File: src/rtl/guess_input_conditioner.sv
`default_nettype none
// ============================================================================
//  Module      : guess_input_conditioner
//  Description : Front end for memory_game. Synchronizes the guess switches
//                and the submit button, debounces the button, and emits one
//                guess per validated press over a valid/ready handshake.
//  Revision    : 1.0  initial release
// ============================================================================
module guess_input_conditioner #(
  parameter int SW_WIDTH    = 4,
  parameter int SYNC_STAGES = 2,
  parameter int DB_CYCLES   = 1250000
) (
  input  logic                clk,
  input  logic                rst,
  input  logic [SW_WIDTH-1:0] sw,
  input  logic                btn0,
  input  logic                guess_ready,
  output logic [SW_WIDTH-1:0] guess,
  output logic                guess_valid,
  output logic                btn_level,
  output logic [7:0]          press_count,
  output logic                overrun
);

  // Debounce counter only needs to reach DB_CYCLES-1.
  localparam int CNT_W = (DB_CYCLES > 2) ? $clog2(DB_CYCLES) : 1;
  localparam logic [CNT_W-1:0] CNT_MAX = CNT_W'(DB_CYCLES - 1);

  // Debounce FSM encoding.
  localparam logic [1:0] S_IDLE        = 2'd0;
  localparam logic [1:0] S_ARM_PRESS   = 2'd1;
  localparam logic [1:0] S_PRESSED     = 2'd2;
  localparam logic [1:0] S_ARM_RELEASE = 2'd3;

  // --------------------------------------------------------------------------
  // Synchronizer chains: index 0 samples the raw pin, the top index is the
  // synchronized value used by the rest of the design.
  // --------------------------------------------------------------------------
  logic [SYNC_STAGES-1:0]               btn_sync_q, btn_sync_d;
  logic [SYNC_STAGES-1:0][SW_WIDTH-1:0] sw_sync_q,  sw_sync_d;
  logic                                 btn_s;
  logic [SW_WIDTH-1:0]                  sw_s;

  // Debounce state.
  logic [1:0]       state_q, state_d;
  logic [CNT_W-1:0] cnt_q, cnt_d;
  logic             press_evt;

  // Output-side registers.
  logic [SW_WIDTH-1:0] guess_q, guess_d;
  logic                guess_valid_q, guess_valid_d;
  logic                btn_level_q, btn_level_d;
  logic [7:0]          press_count_q, press_count_d;
  logic                overrun_q, overrun_d;

  // Shift each raw input one stage further down its synchronizer chain.
  always_comb begin
    btn_sync_d = {btn_sync_q[SYNC_STAGES-2:0], btn0};
    sw_sync_d  = {sw_sync_q[SYNC_STAGES-2:0], sw};
  end

  assign btn_s = btn_sync_q[SYNC_STAGES-1];
  assign sw_s  = sw_sync_q[SYNC_STAGES-1];

  // Debounce FSM: a level change is accepted only after DB_CYCLES stable
  // samples; the counter restarts on entry to each arming state.
  always_comb begin
    state_d   = state_q;
    cnt_d     = cnt_q;
    press_evt = 1'b0;
    case (state_q)
      S_IDLE: begin
        if (btn_s) begin
          state_d = S_ARM_PRESS;
          cnt_d   = '0;
        end
      end
      S_ARM_PRESS: begin
        if (!btn_s) begin
          state_d = S_IDLE;
        end else if (cnt_q == CNT_MAX) begin
          state_d   = S_PRESSED;
          press_evt = 1'b1;
        end else begin
          cnt_d = cnt_q + CNT_W'(1);
        end
      end
      S_PRESSED: begin
        if (!btn_s) begin
          state_d = S_ARM_RELEASE;
          cnt_d   = '0;
        end
      end
      S_ARM_RELEASE: begin
        // A bounce back high returns to PRESSED without a new event.
        if (btn_s) begin
          state_d = S_PRESSED;
        end else if (cnt_q == CNT_MAX) begin
          state_d = S_IDLE;
        end else begin
          cnt_d = cnt_q + CNT_W'(1);
        end
      end
      default: begin
        state_d = S_IDLE;
        cnt_d   = '0;
      end
    endcase
  end

  // Debounced level follows the next state so it is a clean registered output.
  always_comb begin
    btn_level_d = (state_d == S_PRESSED) || (state_d == S_ARM_RELEASE);
  end

  // Guess capture and handshake. A press may refill the slot on the same
  // edge it is accepted; a press into an occupied, unaccepted slot is dropped
  // and flagged.
  always_comb begin
    guess_d       = guess_q;
    guess_valid_d = guess_valid_q;
    press_count_d = press_count_q;
    overrun_d     = overrun_q;
    if (press_evt) begin
      if (!guess_valid_q || guess_ready) begin
        guess_d       = sw_s;
        guess_valid_d = 1'b1;
        press_count_d = press_count_q + 8'd1;
      end else begin
        overrun_d = 1'b1;
      end
    end else if (guess_valid_q && guess_ready) begin
      guess_valid_d = 1'b0;
    end
  end

  // State registers; reset wins over everything including a debounce in flight.
  always_ff @(posedge clk) begin
    if (rst) begin
      btn_sync_q    <= '0;
      sw_sync_q     <= '0;
      state_q       <= S_IDLE;
      cnt_q         <= '0;
      guess_q       <= '0;
      guess_valid_q <= 1'b0;
      btn_level_q   <= 1'b0;
      press_count_q <= 8'd0;
      overrun_q     <= 1'b0;
    end else begin
      btn_sync_q    <= btn_sync_d;
      sw_sync_q     <= sw_sync_d;
      state_q       <= state_d;
      cnt_q         <= cnt_d;
      guess_q       <= guess_d;
      guess_valid_q <= guess_valid_d;
      btn_level_q   <= btn_level_d;
      press_count_q <= press_count_d;
      overrun_q     <= overrun_d;
    end
  end

  assign guess       = guess_q;
  assign guess_valid = guess_valid_q;
  assign btn_level   = btn_level_q;
  assign press_count = press_count_q;
  assign overrun     = overrun_q;

endmodule
`default_nettype wire

File: config.mk
export PLATFORM = sky130hd
export DESIGN_NAME = guess_input_conditioner
export DESIGN_NICKNAME = d
export VERILOG_FILES = /design/src/rtl/guess_input_conditioner.sv
export SDC_FILE = /design/constraint.sdc
export NUM_CORES = 1
export LEC_CHECK = 0
export BUFFER_PORTS_ARGS = -buffer_cell sky130_fd_sc_hd__buf_2
export CAP_MARGIN = 20
export CORE_UTILIZATION = 40
export DETAILED_ROUTE_END_ITERATION = 10
export GPL_ROUTABILITY_DRIVEN = 0
export GPL_TIMING_DRIVEN = 0
export SLEW_MARGIN = 20
export SYNTH_ARGS = -nofsm -noshare
export SYNTH_HDL_FRONTEND = slang
export SYNTH_SLANG_ARGS = --single-unit
File: constraint.sdc
create_clock -name clk -period 4.95 [get_ports clk]
set_input_delay 0.7425 -clock clk [delete_from_list [all_inputs] [get_ports clk]]
set_output_delay 0.7425 -clock clk [all_outputs]
set_load 0.02 [all_outputs]
==> results of run 1 <==
-- placed cells by master, fill, tap and decap left out, types with 2 or more instances in the layout --
master / Yosys / layout
or2b_1: 2 / 2
nor4_2: 2 / 2
xnor2_1: 10 / 10
xor2_1: 9 / 9
nor4_1: 5 / 5
and3_2: 3 / 3
nand3_1: 9 / 9
o21ai_0: 5 / 5
nand2_1: 12 / 12
nor4b_1: 4 / 4
a21oi_1: 9 / 9
nor3_1: 4 / 4
clkbuf_1: 5 / 5
nor2_1: 34 / 34
o211ai_1: 2 / 2
or3_1: 5 / 5
buf_2: 1 / 23
clkbuf_8: 0 / 5
mux2i_1: 5 / 5
nand4_1: 11 / 11
inv_1: 2 / 2
ha_1: 2 / 2
nor2b_1: 11 / 11
dfxtp_1: 48 / 48
-- sequential cells by signal, summed over array words and instances, names as in the netlist --
signal / count
press_count: 8
sw_sync_d: 4
btn_sync_q: 2
sw_s: 4
state_q: 2
cnt_q: 21
btn_level: 1
overrun: 1
guess_valid: 1
guess: 4
-- critical path, delay by kind of cell (launching register included) --
kind,cells,cell delay (ns)
muxes,1,0.31
DFF,1,0.40
adders and majority gates,1,0.27
and+or+nand+nor,4,1.02
-- power by group through the flow --
stage | combinational (W) | sequential (W) | clock, W
finish | 0.0000191 | 0.000391 | 0.000290
global route | 0.0000218 | 0.000392 | 0.000313
CTS | 0.0000197 | 0.000391 | 0.000301
detailed placement | 0.0000197 | 0.000400 | 0
global placement | 0.0000194 | 0.000400 | 0
floorplan | 0.0000123 | 0.000400 | 0
-- stage by stage --
step | utilization (%) | area, µm² | worst slack [ns]
2_1_floorplan | - | 2110 | 3.01
3_3_place_gp | 45.1 | 2310 | 2.77
3_5_place_dp | 45.1 | 2310 | 2.77
4_1_cts | 47.4 | 2420 | 2.83
5_1_grt | 47.4 | 2420 | 2.70
6_report | 47.4 | 2420 | 2.84
-- cell type report --
cell class,count,area (µm²),share of cell area [%]
plain buffers,7,35.0,1.45
clock buffers,5,68.8,2.84
clock inverters,3,46.3,1.91
inverters,2,7.51,0.310
multi-input cells,165,1100,45.6
flip-flops and latches,48,961,39.7
well taps,70,87.6,3.62
repair buffers,22,110,4.55
-- final timing paths --
check                    start              to  cells past startpoint
setup / recovery      cnt_q[0]  press_count[4]                      6
hold / removal    sw_sync_d[7]         sw_s[3]                      1
setup reg to reg      cnt_q[0]  press_count[4]                      6
hold reg to reg   sw_sync_d[7]         sw_s[3]                      1
-- kinds of logic after synthesis --
family,count (synthesis),share of synthesized area (%)
multiplexers,7,3.62
adder cells (fa/ha/maj),2,1.19
AO/OA/AOI/OAI,20,5.46
buffers and inverters,9,2.02
XOR/XNOR,20,8.66
flip-flops,48,45.6
AND/OR/NAND/NOR,116,33.5
-- metal layers --
metal	share of wire (%)	wire, µm
met4	1.4	56
met5	0	0
met1	51	2040
met2	44	1770
met3	2.6	103
-- synth_stat cells (all sizes together) --
cell and number:
nor4b 5, xnor2 11, nand4 13, clkbuf 5
a31o 1, and4b 1, nor3 5, nand2 12
ha 2, o211ai 2, nand3 9, or3b 1
nor4 8, nor2b 11, or3 5, xor2 9
or2b 2, and2b 1, mux2i 5, o31ai 1
buf 2, a21oi 9, mux2 2, nand3b 1
nor2 34, inv 2, or2 1, o2111ai 1
or4 1, and3 4, dfxtp 48, o21ai 6
nand2b 1, nor3b 1
==> impl_metrics.ini, run 1 <==
[timing]
finalCritPeriodShare_pct = 42.5
setup_tns_ns = 0
timing_hold_violations_final = 0
timing.final.crit_period_ns = 2.11
worst_pin_slew_ns = 0.689
finalSetupViolCount = 0
slew_violations = 0
max_freq_ghz = 0.475
timing.hold.ws_ns = 0.441
grt_setup_unrepaired = false
slew_headroom_pct = 53.7
skew_ns = 0.00304

[yosys]
syn_avg_cell_area_um2 = 9.50
yosys-top-cells-area = dfxtp_1 (46%), nor2_1 (6.1%), xnor2_1 (4.2%)
syn-num-nets = 232
netlist_area_um2 = 2110
synthCells = 222
synth_top_area_cell = dfxtp_1
ys.warnings.count = 0
synthDominantCellAreaShare_pct = 45.6
synth-seq-area-share_pct = 45.6
synth-seq-cells = 48
ys_types = 45

[power_and_ir_drop]
power.total_w = 0.000700
p_leak_nw = 0.897
seq_power_share_pct = 55.9
power.share.clock_pct = 41.4
ir_worst_vdd_mv = 0.128
p_sw_w = 0.000151
swShare_pct = 21.6
powerDensity_nw_per_um2 = 289
p_comb_share_pct = 2.7
p_int_w = 0.000549

[cts]
cts_sinks = 48
path_clk_slew_ns = 0.09
root_buffer = clkbuf_8
post_cts.repair.setup_buffers = 0
insertion_delay_ns = 0.30
htreeDepth = 2
cts_buffers = 5
cts_tree = built
cts_resized = 0
cts_buffer_depth = 2
ctsHoldBuffers = 0

[placement]
dp_hpwl_um = 2830
dp.cells = 314
numPortBuffers = 22

[floorplan]
dieArea_um2 = 5570
fp-row-count = 26
die_width_um = 74.6
initial_core_util_pct = 41.3
io-pin-count = 23
die_h_um = 74.6
core-area_um2 = 5110

[global_route]
grt_use_met3_pct = 3.66
grt_pass1_wl_um = 6600
grt_overflow_total = 0
grt.busiest_layer = met2
grtUsageMet2_pct = 23.3
grt_util_met1_pct = 21.6
grt_usage_pct = 15.4
grt_max_degree = 17
first_global_vias = 1435
antenna_found_initial = 0

[setup_path]
worstPathCellList = ha_1, and3_2, nand4_4, nor3_4, nand4_2, mux2_4
cp_data_arrival_time_ns = 2.30
r2r_slack_ns = 2.84
worstSetupPathType = reg -> reg
critical_path_required_ns = 5.15
setup.worst_path.start_class = flop
crit_path_end_kind = flop
cpPeakStageDelay_ns = 0.47
path_max_fanout = 8
cpMaxStageDelayCell = nor3_4

[layout]
area_growth_pct = 14.8
drive_above_1_share_pct = 18.7
final_cells = 322
n_fill_cell = 510
n_antenna_cell = 0
nNetsFinal = 261

[detailed_routing]
drt_iter0_markers = 64
wl_um = 3970
drcViolationCount = 0
ant_nets = 0
drt-pass1-iter-count = 4
vias = 1635
wl_per_cell_um = 12.3
vias_per_cell = 5.08

[flow_run]
drv_cap = 0

[outcome]
status = finished, final reports clean

[worst_hold_path]
hp-class = reg -> reg
Note: power is estimated with default switching activity, not from simulation.
==> run 2, diff against run 1 <==
==> constraint.sdc (replaced) <==
create_clock -name clk -period 2.2 [get_ports clk]
set_input_delay 0.33 -clock clk [delete_from_list [all_inputs] [get_ports clk]]
set_output_delay 0.33 -clock clk [all_outputs]
set_load 0.02 [all_outputs]
==> impl_metrics.ini, run 2 (synthesis results as in run 1) <==
[setup_path]
path_max_fanout = 9
cp_top_family = simple AND/OR/NAND/NOR gates
worstSetupPathType = reg -> reg
r2r_slack_ns = 0.25
r2r_cells = 6
r2r_end = cnt_q[0]
critical_path_required_ns = 2.38
cpPeakStageDelay_ns = 0.50
cp_num_cells = 6
startpoint = cnt_q[0]
critPathBufInv = 0
worstPathCellList = ha_1, and3_2, nand4_4, o21ai_1, or3b_2, a21oi_1
crit_path_end_kind = flop
cpMaxStageDelayCell = o21ai_1
setup.worst_path.start_class = flop
crit_end = cnt_q[0]
cp_data_arrival_time_ns = 2.13
r2r_start = cnt_q[0]

[detailed_routing]
vias = 1644
drt-pass1-iter-count = 4
drt_iter0_markers = 81
ant_nets = 0
vias_per_cell = 5.06
wl_um = 4000
wl_per_cell_um = 12.3
drcViolationCount = 0

[timing]
timing_hold_violations_final = 0
slew_violations = 0
finalCritPeriodShare_pct = 88.7
skew_ns = 0.00242
slew_headroom_pct = 53.7
max_freq_ghz = 0.512
setup_tns_ns = 0
grt_setup_unrepaired = false
timing.final.crit_period_ns = 1.95
finalSetupViolCount = 0
worst_pin_slew_ns = 0.689

[cts]
cts_sinks = 48
cts_tree = built
htreeDepth = 2
root_buffer = clkbuf_8
insertion_delay_ns = 0.30
path_clk_slew_ns = 0.09
ctsHoldBuffers = 0
cts_buffer_depth = 2
cts_resized = 0
post_cts.repair.setup_buffers = 0
cts_buffers = 5

[layout]
multi_input_area_um2 = 1100
largest_register = cnt_q
fin_area_um2 = 2440
layout_commonest_cell = dfxtp_1
n_fill_cell = 508
register_area_um2 = 961
mostFrequentLayoutCells = dfxtp_1 (48), nor2_1 (34), buf_2 (23)
area_growth_pct = 15.9
nNetsFinal = 264
n_antenna_cell = 0
drive_above_1_share_pct = 19.6
largest_reg_flops = 21

[power_and_ir_drop]
powerDensity_nw_per_um2 = 645
ir_worst_vdd_mv = 0.287
p_leak_nw = 0.913

[floorplan]
die_width_um = 74.6
die_h_um = 74.6
io-pin-count = 23
initial_core_util_pct = 41.3
fp-row-count = 26
core-area_um2 = 5110
dieArea_um2 = 5570

[global_route]
grt_pass1_wl_um = 6600
grt_max_degree = 17
grt_usage_pct = 15.4
antenna_found_initial = 0
first_global_vias = 1435
grt_overflow_total = 0

[outcome]
status = finished, final reports clean

[worst_hold_path]
hp-class = in -> reg

[placement]
dp_hpwl_um = 2830
placed_cell_area_um2 = 2310
numPortBuffers = 22

[flow_run]
drv_cap = 0
run 2: cell types whose count changed in the layout (fill, tap and decap cells not counted):
| cell | previous run | this run |
|---|---|---|
| buf_4 | 0 | 3 |
run 2: metrics by stage:
step | total power, W | hold slack [ns] | worst slack (ns) | cells | util, %
6_report | 0.00158 | 0.232 | 0.249 | 325 | 47.8
5_1_grt | 0.00164 | 0.232 | 0.0668 | 325 | 47.8
4_1_cts | 0.00160 | 0.222 | 0.0816 | 322 | 47.4
3_5_place_dp | 0.000945 | 0.425 | 0.0983 | 314 | 45.1
3_3_place_gp | 0.000945 | 0.418 | 0.105 | 314 | 45.1
2_1_floorplan | 0.000928 | 0.414 | 0.319 | 222 | -
run 2: where the power goes:
| group | internal, W | switching [W] | total (W) |
|---|---|---|---|
| Sequential | 0.000877 | 0.00000341 | 0.000880 |
| Clock | 0.000343 | 0.000309 | 0.000652 |
| Combinational | 0.0000158 | 0.0000274 | 0.0000432 |
run 2: how the worst min path moves through the flow:
stage                       start            end  slack, ns  cells after the start
floorplan           btn_sync_q[0]  btn_sync_q[1]       0.41                      1
CTS                          btn0  btn_sync_q[0]       0.22                      2
detailed placement   sw_sync_d[7]        sw_s[3]       0.42                      1
global route                sw[2]   sw_sync_d[6]       0.23                      2
finish                      sw[0]   sw_sync_d[4]       0.23                      2
global placement     sw_sync_d[7]        sw_s[3]       0.42                      1
run 2: per-layer routing:
layer	vias to the layer above	GRT usage, %	routed length (µm)
met5	-	0	0
met4	0	5.03	56
met3	6	3.66	99
met2	21	23.3	1780
met1	771	21.6	2060
li1	846	-	-
run 2: cell type report:
cell class | count | share of cell area (%)
repair buffers | 25 | 5.43
clock buffers | 5 | 2.82
multi-input cells | 165 | 45.2
plain buffers | 7 | 1.43
clock inverters | 3 | 1.89
inverters | 2 | 0.307
well taps | 70 | 3.58
flip-flops and latches | 48 | 39.3
